**src/rtl/counter_bg_param_if.sv**
```systemverilog
// rtl/counter_bg_param_if.sv - control and status bundle for counter_bg_param
interface counter_bg_param_if #(
  parameter int WIDTH = 3
);
  logic             en;
  logic             up;
  logic             mode;
  logic             load;
  logic [WIDTH-1:0] load_val;
  logic [WIDTH-1:0] count;
  logic             tc;
  logic             wrap;

  modport master (
    output en, up, mode, load, load_val,
    input  count, tc, wrap
  );

  modport slave (
    input  en, up, mode, load, load_val,
    output count, tc, wrap
  );
endinterface

```
**src/rtl/counter_bg_param.sv**
```systemverilog
// rtl/counter_bg_param.sv - up/down counter with run-time binary/Gray encoded output
// Optional COUNTER_SAT_EN: saturate at the terminal value instead of wrapping.
module counter_bg_param #(
  parameter int WIDTH     = 3,
  parameter int RESET_VAL = 0
) (
  input  logic               clk,
  input  logic               reset,
  counter_bg_param_if.slave  bus
);

  localparam logic [WIDTH-1:0] IDX_MAX = {WIDTH{1'b1}};
  localparam logic [WIDTH-1:0] IDX_RST = WIDTH'(RESET_VAL);
  localparam logic [WIDTH-1:0] ONE     = WIDTH'(1);

  logic [WIDTH-1:0] idx;
  logic [WIDTH-1:0] idx_next;
  logic             wrap_next;
  logic             tc_int;
  logic [WIDTH-1:0] count_q;
  logic             wrap_q;

  function automatic logic [WIDTH-1:0] enc(input logic [WIDTH-1:0] x, input logic gray);
    return gray ? (x ^ (x >> 1)) : x;
  endfunction

  assign tc_int = bus.up ? (idx == IDX_MAX) : (idx == '0);

  always_comb begin
    idx_next  = idx;
    wrap_next = 1'b0;
    if (bus.load) begin
      idx_next = bus.load_val;
    end else if (bus.en) begin
`ifdef COUNTER_SAT_EN
      // At the terminal value the index parks; wrap can never fire.
      if (!tc_int) begin
        idx_next = bus.up ? (idx + ONE) : (idx - ONE);
      end
`else
      idx_next  = bus.up ? (idx + ONE) : (idx - ONE);
      wrap_next = tc_int;
`endif
    end
  end

  // count is re-encoded from the next index every edge, so a mode change alone
  // re-encodes the current position without moving it.
  always_ff @(posedge clk) begin
    if (reset) begin
      idx     <= IDX_RST;
      count_q <= enc(IDX_RST, bus.mode);
      wrap_q  <= 1'b0;
    end else begin
      idx     <= idx_next;
      count_q <= enc(idx_next, bus.mode);
      wrap_q  <= wrap_next;
    end
  end

  assign bus.count = count_q;
  assign bus.wrap  = wrap_q;
  assign bus.tc    = tc_int;

endmodule

```
**src/flat_wrapper.sv**
```systemverilog
// flat-port wrapper written by rule: the top's interface ports become plain ports
module counter_bg_param_flat 
#(
  parameter int WIDTH     = 3,
  parameter int RESET_VAL = 0
)
  (clk, reset, bus_en, bus_up, bus_mode, bus_load, bus_load_val, bus_count, bus_tc, bus_wrap);
  counter_bg_param_if #(.WIDTH(WIDTH)) bus_i ();
  input  logic clk;
  input  logic reset;
  input wire logic [$bits(bus_i.en)-1:0] bus_en;
  input wire logic [$bits(bus_i.up)-1:0] bus_up;
  input wire logic [$bits(bus_i.mode)-1:0] bus_mode;
  input wire logic [$bits(bus_i.load)-1:0] bus_load;
  input wire logic [$bits(bus_i.load_val)-1:0] bus_load_val;
  output wire logic [$bits(bus_i.count)-1:0] bus_count;
  output wire logic [$bits(bus_i.tc)-1:0] bus_tc;
  output wire logic [$bits(bus_i.wrap)-1:0] bus_wrap;
  assign bus_i.en = bus_en;
  assign bus_i.up = bus_up;
  assign bus_i.mode = bus_mode;
  assign bus_i.load = bus_load;
  assign bus_i.load_val = bus_load_val;
  assign bus_count = bus_i.count;
  assign bus_tc = bus_i.tc;
  assign bus_wrap = bus_i.wrap;
  counter_bg_param #(.WIDTH(WIDTH), .RESET_VAL(RESET_VAL)) u_core (.clk(clk), .reset(reset), .bus(bus_i));
endmodule
```
**config.mk**
```make
export PLATFORM = sky130hd
export DESIGN_NAME = counter_bg_param_flat
export DESIGN_NICKNAME = d
export VERILOG_FILES = /design/src/rtl/counter_bg_param_if.sv /design/src/rtl/counter_bg_param.sv /design/src/flat_wrapper.sv
export SDC_FILE = /design/constraint.sdc
export NUM_CORES = 1
export LEC_CHECK = 0
export ABC_AREA = 1
export ABC_CLOCK_PERIOD_IN_PS = 2250
export BUFFER_PORTS_ARGS = -buffer_cell sky130_fd_sc_hd__buf_2
export CORE_AREA = 2 2 39 41
export DETAILED_ROUTE_END_ITERATION = 16
export DIE_AREA = 0 0 41 43
export PLACE_DENSITY_LB_ADDON = 0.08
export SLEW_MARGIN = 20
export SYNTH_ARGS = -nofsm -noshare
export SYNTH_HDL_FRONTEND = slang
export SYNTH_SLANG_ARGS = --single-unit
export TNS_END_PERCENT = 10
```
**constraint.sdc**
```tcl
create_clock -name clk -period 2.25 [get_ports clk]
set_clock_uncertainty 0.05 [all_clocks]
set_input_delay 0.5625 -clock clk [delete_from_list [all_inputs] [get_ports clk]]
set_output_delay 0.5625 -clock clk [all_outputs]
set_load 0.01 [all_outputs]
```
# Word level (Yosys, flattened, before mapping)
# Index checks and enable logic that the tools add are counted.
[totals]
out_inout_bits = 5
rom_bits = 0
ramBits = 0
inputBits = 9
reg_bits = 7
word_cells = 15
latch_bits = 0
n_memories = 0
[op_classes]
order_cmp = 0
shifts = 0
add_sub_neg = 2
bitwise_logic = 2
n_eq_ne = 1
mux = 5
reduce_logical = 2
mul = 0
div = 0
[ops]
columns = ["cell", "count"]
rows = [
  ["$mux 3", 4],
  ["$add 3x1->3 const B", 1],
  ["$eq 3x3->1 const B", 1],
  ["$logic_not 3->1", 1],
  ["$reduce_or 3->1", 1],
  ["$sub 3x1->3 const B", 1],
  ["$xor 3x2->3", 1],
  ["$mux 1", 1],
  ["$not 1->1", 1],
]

# Depth between registers and ports, before layout
# Gate-level depths: netlist of the first run.
[depth]
ltp_word = 6
depth_mapped = 12
ltp_nobuf = 12

# Worst setup path after synthesis of the first run
# OpenSTA, ideal clock, no wires.
[synth_path]
path_type = "input port to flip-flop"
from = "in bus_up"
to = "reg u_core.count_q[1] (netlist: u_core.bus.count[1])"
path_slack_ns = 0.507
cell_stages = 9
required_time_ns = 2.144
n_path_buf = 0
t_arrival_ns = 1.638
path_cell_list = "inv_2 fa_1 nand2_1 nand3_2 o21ai_2 or2_1 nand2_1 nand2_1 inv_1"
[synth_between]
elab_chain_cells = 5
[synth_lines]
columns = ["item", "line_no", "source"]
rows = [
  ["start, declared", "flat_wrapper.sv:12", "input wire logic [$bits(bus_i.up)-1:0] bus_up;"],
  ["$mux 3 (*)", "counter_bg_param.sv:41", "idx_next = bus.up ? (idx + ONE) : (idx - ONE);"],
  ["$mux 3 (*)", "counter_bg_param.sv:34", "end else if (bus.en) begin"],
  ["$mux 3 (*)", "counter_bg_param.sv:32", "if (bus.load) begin"],
  ["$xor 3x2->3", "counter_bg_param.sv:24", "return gray ? (x ^ (x >> 1)) : x;"],
  ["$mux 3 (*)", "counter_bg_param.sv:24", ""],
  ["end signal, assigned", "counter_bg_param.sv:52", "count_q <= enc(IDX_RST, bus.mode);"],
  ["end signal, assigned", "counter_bg_param.sv:56", "count_q <= enc(idx_next, bus.mode);"],
  ["end, declared", "counter_bg_param.sv:20", "logic [WIDTH-1:0] count_q;"],
]
# Every way passes the cells marked *; elsewhere a longest branch is shown, timed or not.
# A chain may end at the register's enable or synchronous reset.

# Worst setup path after layout of the first run
[layout_path]
from = "in bus_up"
to = "out bus_tc"
[layout_between]
elab_chain_cells = 1
[layout_lines]
columns = ["item", "line_no", "source"]
rows = [
  ["$mux 1", "counter_bg_param.sv:27", "assign tc_int = bus.up ? (idx == IDX_MAX) : (idx == '0);"],
  ["end, declared", "flat_wrapper.sv:17", "output wire logic [$bits(bus_i.tc)-1:0] bus_tc;"],
]
# No other way between the ends.

==> results.sh, run 1 <==
export IMPL_status="finished, final reports clean"
export IMPL_period_minus_slack_ns=1.72
export IMPL_leakage_nw=0.251
export IMPL_required_ns=1.64
export IMPL_design_area_um2=459
export IMPL_cts_sinks=6
export IMPL_hp_class="input port to register"
export IMPL_wirelength_um=721
export IMPL_cpPeakStageDelay_ns=0.16
export IMPL_area_growth_pct=27.9
export IMPL_synth_nets=62
export IMPL_cts_resized=0
export IMPL_critPathKind="input port to output port"
export IMPL_cts_setup_buffers=0
export IMPL_clkLatencyLatePin_ns=0.23
export IMPL_dieHeight_um=43
export IMPL_final_cells=83
export IMPL_hold_viol_final=0
export IMPL_tightest_slew_ns=0.264
export IMPL_first_global_vias=297
export IMPL_place_area_um2=437
export IMPL_coreArea_um2=1380
export IMPL_setup_worst_path_end_class="output port"
export IMPL_path_common_cell="buf_2"
export IMPL_r2r_slack_ns=0.70
export IMPL_track_usage=0.103
export IMPL_cts_max_level=1
export IMPL_synth_seq_cells=6
export IMPL_crit_end="bus_tc"
export IMPL_dp_cells=80
export IMPL_num_antenna_cells=0
export IMPL_maxCapViolCount=0
export IMPL_port_buffers=13
export IMPL_via_per_inst=4.22
export IMPL_synth_seq_area_share=0.334
export IMPL_drt_iter0_drc=10
export IMPL_grt_start_max_net_pins=7
export IMPL_timing_rr_end="u_core.bus.count[1]"
export IMPL_ir_drop_mv=0.263
export IMPL_dp_final_hpwl_um=588
export IMPL_path_max_fanout=3
export IMPL_rr_worst_depth=8
export IMPL_power_density_nw_per_um2=631
export IMPL_timing_final_crit_share=0.763
export IMPL_drc_errors=0
export IMPL_setup_viol=0
export IMPL_cp_cell_sequence="buf_2 > inv_2 > nand3_1 > o21ai_1 > buf_2"
export IMPL_first_pass_iters=3
export IMPL_wl_per_cell_um=8.69
export IMPL_cts_tree="yes"
export IMPL_crit_family="buffers and inverters"
export IMPL_grt_overflow=0
export IMPL_clk_path_buf_depth=2
export IMPL_reg2reg_from="u_core.idx[0]"
export IMPL_cts_buffers=3
export IMPL_worst_slack_ns=0.534
export IMPL_worstSetupStartpoint="bus_up"
export IMPL_dp_slack_ns=0.314
export IMPL_critical_path_depth=5
export IMPL_holdWs_ns=0.492
export IMPL_tns_ns=0
export IMPL_grt_pass1_wl_um=1170
export IMPL_start_util=0.259
export IMPL_ioPinCount=14
export IMPL_vias=350
export IMPL_start_kind="input port"
export IMPL_drive_above_1_share=0.328
export IMPL_ctsHoldBuffers=0
export IMPL_critPathBufInv=3
export IMPL_path_clk_slew_ns=0.04
export IMPL_slew_headroom=0.822
export IMPL_synth_avg_cell_area_um2=6.91
export IMPL_fmax_mhz=583
export IMPL_slew_viol_final=0
export IMPL_cts_root_buf="clkbuf_4"
export IMPL_die_width_um=41
export IMPL_syn_inst=52
export IMPL_final_antenna_net_count=0
export IMPL_row_count=14
export IMPL_antenna_found_initial=0
export IMPL_crit_slowest_cell="buf_2"
export IMPL_dieArea_um2=1760
export IMPL_synth_area_um2=359
export IMPL_gp_congestion=0.642
export IMPL_ys_warn_count=0
export IMPL_rsz0062_at_grt="false"
export IMPL_arrival_ns=1.10
export IMPL_synth_cell_type_count=18
export IMPL_fin_nets=79
[routing by layer]
metal	part of all wire	GRT usage	wire (µm)	vias to the layer above
met2	0.45	0.144	327	7
li1	-	-	-	192
met1	0.50	0.123	359	151
met5	0	0	0	-
met3	0.046	0.0471	33	0
met4	0	0.0600	0	0
[layout make-up]
type | instances | area [µm²]
flip-flops and latches | 6 | 120
inverters | 11 | 46.3
well taps | 16 | 20.0
multi-input cells | 34 | 185
clock buffers | 3 | 22.5
fillers | 169 | 925
repair buffers | 13 | 65.1
[worst min path at each step]
stage	start	to	slack, ns	depth (start not counted)
2_1_floorplan	u_core.bus.count[2]	u_core.bus.wrap	0.57	4
3_3_place_gp	u_core.bus.count[2]	u_core.bus.wrap	0.57	4
3_5_place_dp	u_core.bus.count[2]	u_core.bus.wrap	0.55	4
4_1_cts	reset	u_core.idx[0]	0.48	2
5_1_grt	reset	u_core.bus.count[2]	0.50	2
6_report	reset	u_core.idx[0]	0.49	2
[through the flow]
| stage | utilization | total power [mW] |
|---|---|---|
| 2_1_floorplan | - | 0.173 |
| 3_3_place_gp | 0.316 | 0.199 |
| 3_5_place_dp | 0.316 | 0.197 |
| 4_1_cts | 0.332 | 0.298 |
| 5_1_grt | 0.332 | 0.320 |
| 6_report | 0.332 | 0.290 |
[cells in the mapped netlist]
master / number / share of area
nand2_1: 13 / 0.14
inv_1: 8 / 0.084
dfxtp_1: 6 / 0.33
nor2_1: 5 / 0.052
nand3_1: 3 / 0.042
inv_2: 2 / 0.021
nand4_1: 2 / 0.035
o21ai_1: 2 / 0.028
or2_1: 2 / 0.035
a21oi_1: 1 / 0.014
a21oi_2: 1 / 0.024
buf_4: 1 / 0.021
clkinv_4: 1 / 0.024
fa_1: 1 / 0.056
nand3_2: 1 / 0.028
nor4_1: 1 / 0.017
o21ai_2: 1 / 0.024
xnor2_1: 1 / 0.024
[cell usage in the layout, fill, tap and decap left out]
master    instances
a21oi_2           1
dfxtp_1           6
nand2_1          13
nand4_1           2
clkinv_4          1
inv_2             2
xnor2_1           1
o21ai_2           1
buf_2            13
or2_1             2
clkbuf_4          3
nand3_1           3
a21oi_1           1
nand3_2           1
inv_1             8
nor2_1            5
o21ai_1           2
nor4_1            1
fa_1              1
[flip-flops by register name, summed over array words and instances, names as in the netlist]
name,cells
u_core.bus.wrap,1
u_core.idx,2
u_core.bus.count,3
[report_power, final]
group	switching (mW)	internal [mW]	leakage [nW]
clock network	0.0344	0.0600	0.0138
registers	0.00696	0.116	0.0499
logic	0.0415	0.0307	0.187
[logic make-up after synthesis]
group	Yosys count	share of synthesized area
and+or+nand+nor	27	0.345
adders and majority gates	1	0.0558
xor gates and xnor gates	1	0.0244
DFF	6	0.335
buffers and inverters	12	0.150
AOI/OAI and AO/OA	5	0.0906
Note: power is estimated with default switching activity, not from simulation.
==> inputs of run 2 (changes only) <==
--- a/config.mk
+++ b/config.mk
@@ -6,7 +6,7 @@
 export NUM_CORES = 1
 export LEC_CHECK = 0
 export ABC_AREA = 1
-export ABC_CLOCK_PERIOD_IN_PS = 2250
+export ABC_CLOCK_PERIOD_IN_PS = 1650
 export BUFFER_PORTS_ARGS = -buffer_cell sky130_fd_sc_hd__buf_2
 export CORE_AREA = 2 2 39 41
 export DETAILED_ROUTE_END_ITERATION = 16
==> constraint.sdc (replaced) <==
create_clock -name clk -period 1.65 [get_ports clk]
set_clock_uncertainty 0.05 [all_clocks]
set_input_delay 0.4125 -clock clk [delete_from_list [all_inputs] [get_ports clk]]
set_output_delay 0.4125 -clock clk [all_outputs]
set_load 0.01 [all_outputs]
==> results.sh, run 2 (synthesized netlist as in run 1, its figures left out) <==
export IMPL_hp_class="input port to register"
export IMPL_wirelength_um=721
export IMPL_final_antenna_net_count=0
export IMPL_dieArea_um2=1760
export IMPL_cts_setup_buffers=0
export IMPL_grt_pass1_wl_um=1100
export IMPL_hold_viol_final=0
export IMPL_fin_nets=83
export IMPL_first_pass_iters=2
export IMPL_cts_max_level=1
export IMPL_drive_above_1_share=0.380
export IMPL_status="finished, final reports clean"
export IMPL_fmax_mhz=633
export IMPL_grt_overflow=0
export IMPL_timing_final_crit_share=0.958
export IMPL_rsz0062_at_grt="false"
export IMPL_setup_viol=0
export IMPL_vias=364
export IMPL_first_global_vias=295
export IMPL_dieHeight_um=43
export IMPL_place_area_um2=467
export IMPL_period_minus_slack_ns=1.58
export IMPL_cts_tree="yes"
export IMPL_num_antenna_cells=0
export IMPL_tightest_slew_ns=0.230
export IMPL_arrival_ns=1.12
export IMPL_path_clk_slew_ns=0.04
export IMPL_largest_reg_flops=3
export IMPL_required_ns=1.19
export IMPL_finalPower_mw=0.407
export IMPL_regArea_um2=120
export IMPL_path_max_fanout=3
export IMPL_design_area_um2=493
export IMPL_track_usage=0.0936
export IMPL_grt_start_max_net_pins=7
export IMPL_cts_sinks=6
export IMPL_clkLatencyLatePin_ns=0.24
export IMPL_die_width_um=41
export IMPL_drc_errors=0
export IMPL_via_per_inst=4.18
export IMPL_leakage_nw=0.273
export IMPL_gp_congestion=0.637
export IMPL_setup_worst_path_end_class="output port"
export IMPL_slew_viol_final=0
export IMPL_cts_root_buf="clkbuf_4"
export IMPL_dp_final_hpwl_um=633
export IMPL_final_cell_mix="nand2_1 (13), buf_2 (13), inv_1 (8)"
export IMPL_n_fill_cell=156
export IMPL_ir_drop_mv=0.637
export IMPL_ioPinCount=14
export IMPL_start_util=0.259
export IMPL_row_count=14
export IMPL_wl_per_cell_um=8.29
export IMPL_power_density_nw_per_um2=825
export IMPL_maxCapViolCount=0
export IMPL_slew_headroom=0.845
export IMPL_area_growth_pct=37.3
export IMPL_drt_iter0_drc=1
export IMPL_antenna_found_initial=0
export IMPL_start_kind="register"
export IMPL_critPathKind="register to output port"
export IMPL_clk_path_buf_depth=2
export IMPL_multiInputGateArea_um2=189
export IMPL_cts_buffers=3
export IMPL_coreArea_um2=1380
export IMPL_port_buffers=13
-- run 2: final timing paths --
check	start	depth (start not counted)	end	slack, ns
worst max-delay path	u_core.idx[0]	5	bus_tc	0.07
worst min-delay path	reset	2	u_core.bus.count[2]	0.33
worst max register to register	u_core.idx[0]	8	u_core.bus.count[1]	0.14
worst min register to register	u_core.bus.count[2]	4	u_core.bus.wrap	0.55
-- run 2: cell type report --
cell class | instances | share of cell area
multi-input combinational | 34 | 0.383
clock buffer | 3 | 0.0457
inverter | 11 | 0.0939
tap | 16 | 0.0406
sequential | 6 | 0.244
timing repair buffer | 17 | 0.193
-- run 2: metal layers --
metal	up-vias	wire, µm	GRT usage
li1	198	-	-
met1	154	326	0.104
met2	12	349	0.144
met3	0	44	0.0628
met4	0	0	0.0200
met5	-	0	0
-- run 2: worst max-delay path: stages (launching register included) --
cell and delay, ns:
dfxtp_1 0.32, buf_4 0.15, nor2_1 0.09, nand3_1 0.08, o21ai_2 0.09, buf_2 0.15
-- run 2: per-stage QoR --
step	setup WS (ns)	hold WS (ns)	setup TNS, ns	utilization	cells
finish	0.0693	0.334	0	0.356	87
global route	0.00879	0.359	0	0.356	87
CTS	0.0135	0.334	0	0.354	87
detailed placement	-0.123	0.553	-0.236	0.337	84
global placement	-0.129	0.567	-0.242	0.337	84
floorplan	0.0568	0.434	0	-	52
-- run 2: where the power goes --
| part | total, mW | switching, mW | internal (mW) |
|---|---|---|---|
| Sequential | 0.165 | 0.00653 | 0.159 |
| Clock | 0.130 | 0.0476 | 0.0819 |
| Combinational | 0.112 | 0.0612 | 0.0506 |
-- run 2: repair_timing --
item                                    in CTS  in global routing
endpoints found under the setup margin       0                  1
resized for setup                            0                  1
hold buffers                                 0                  0
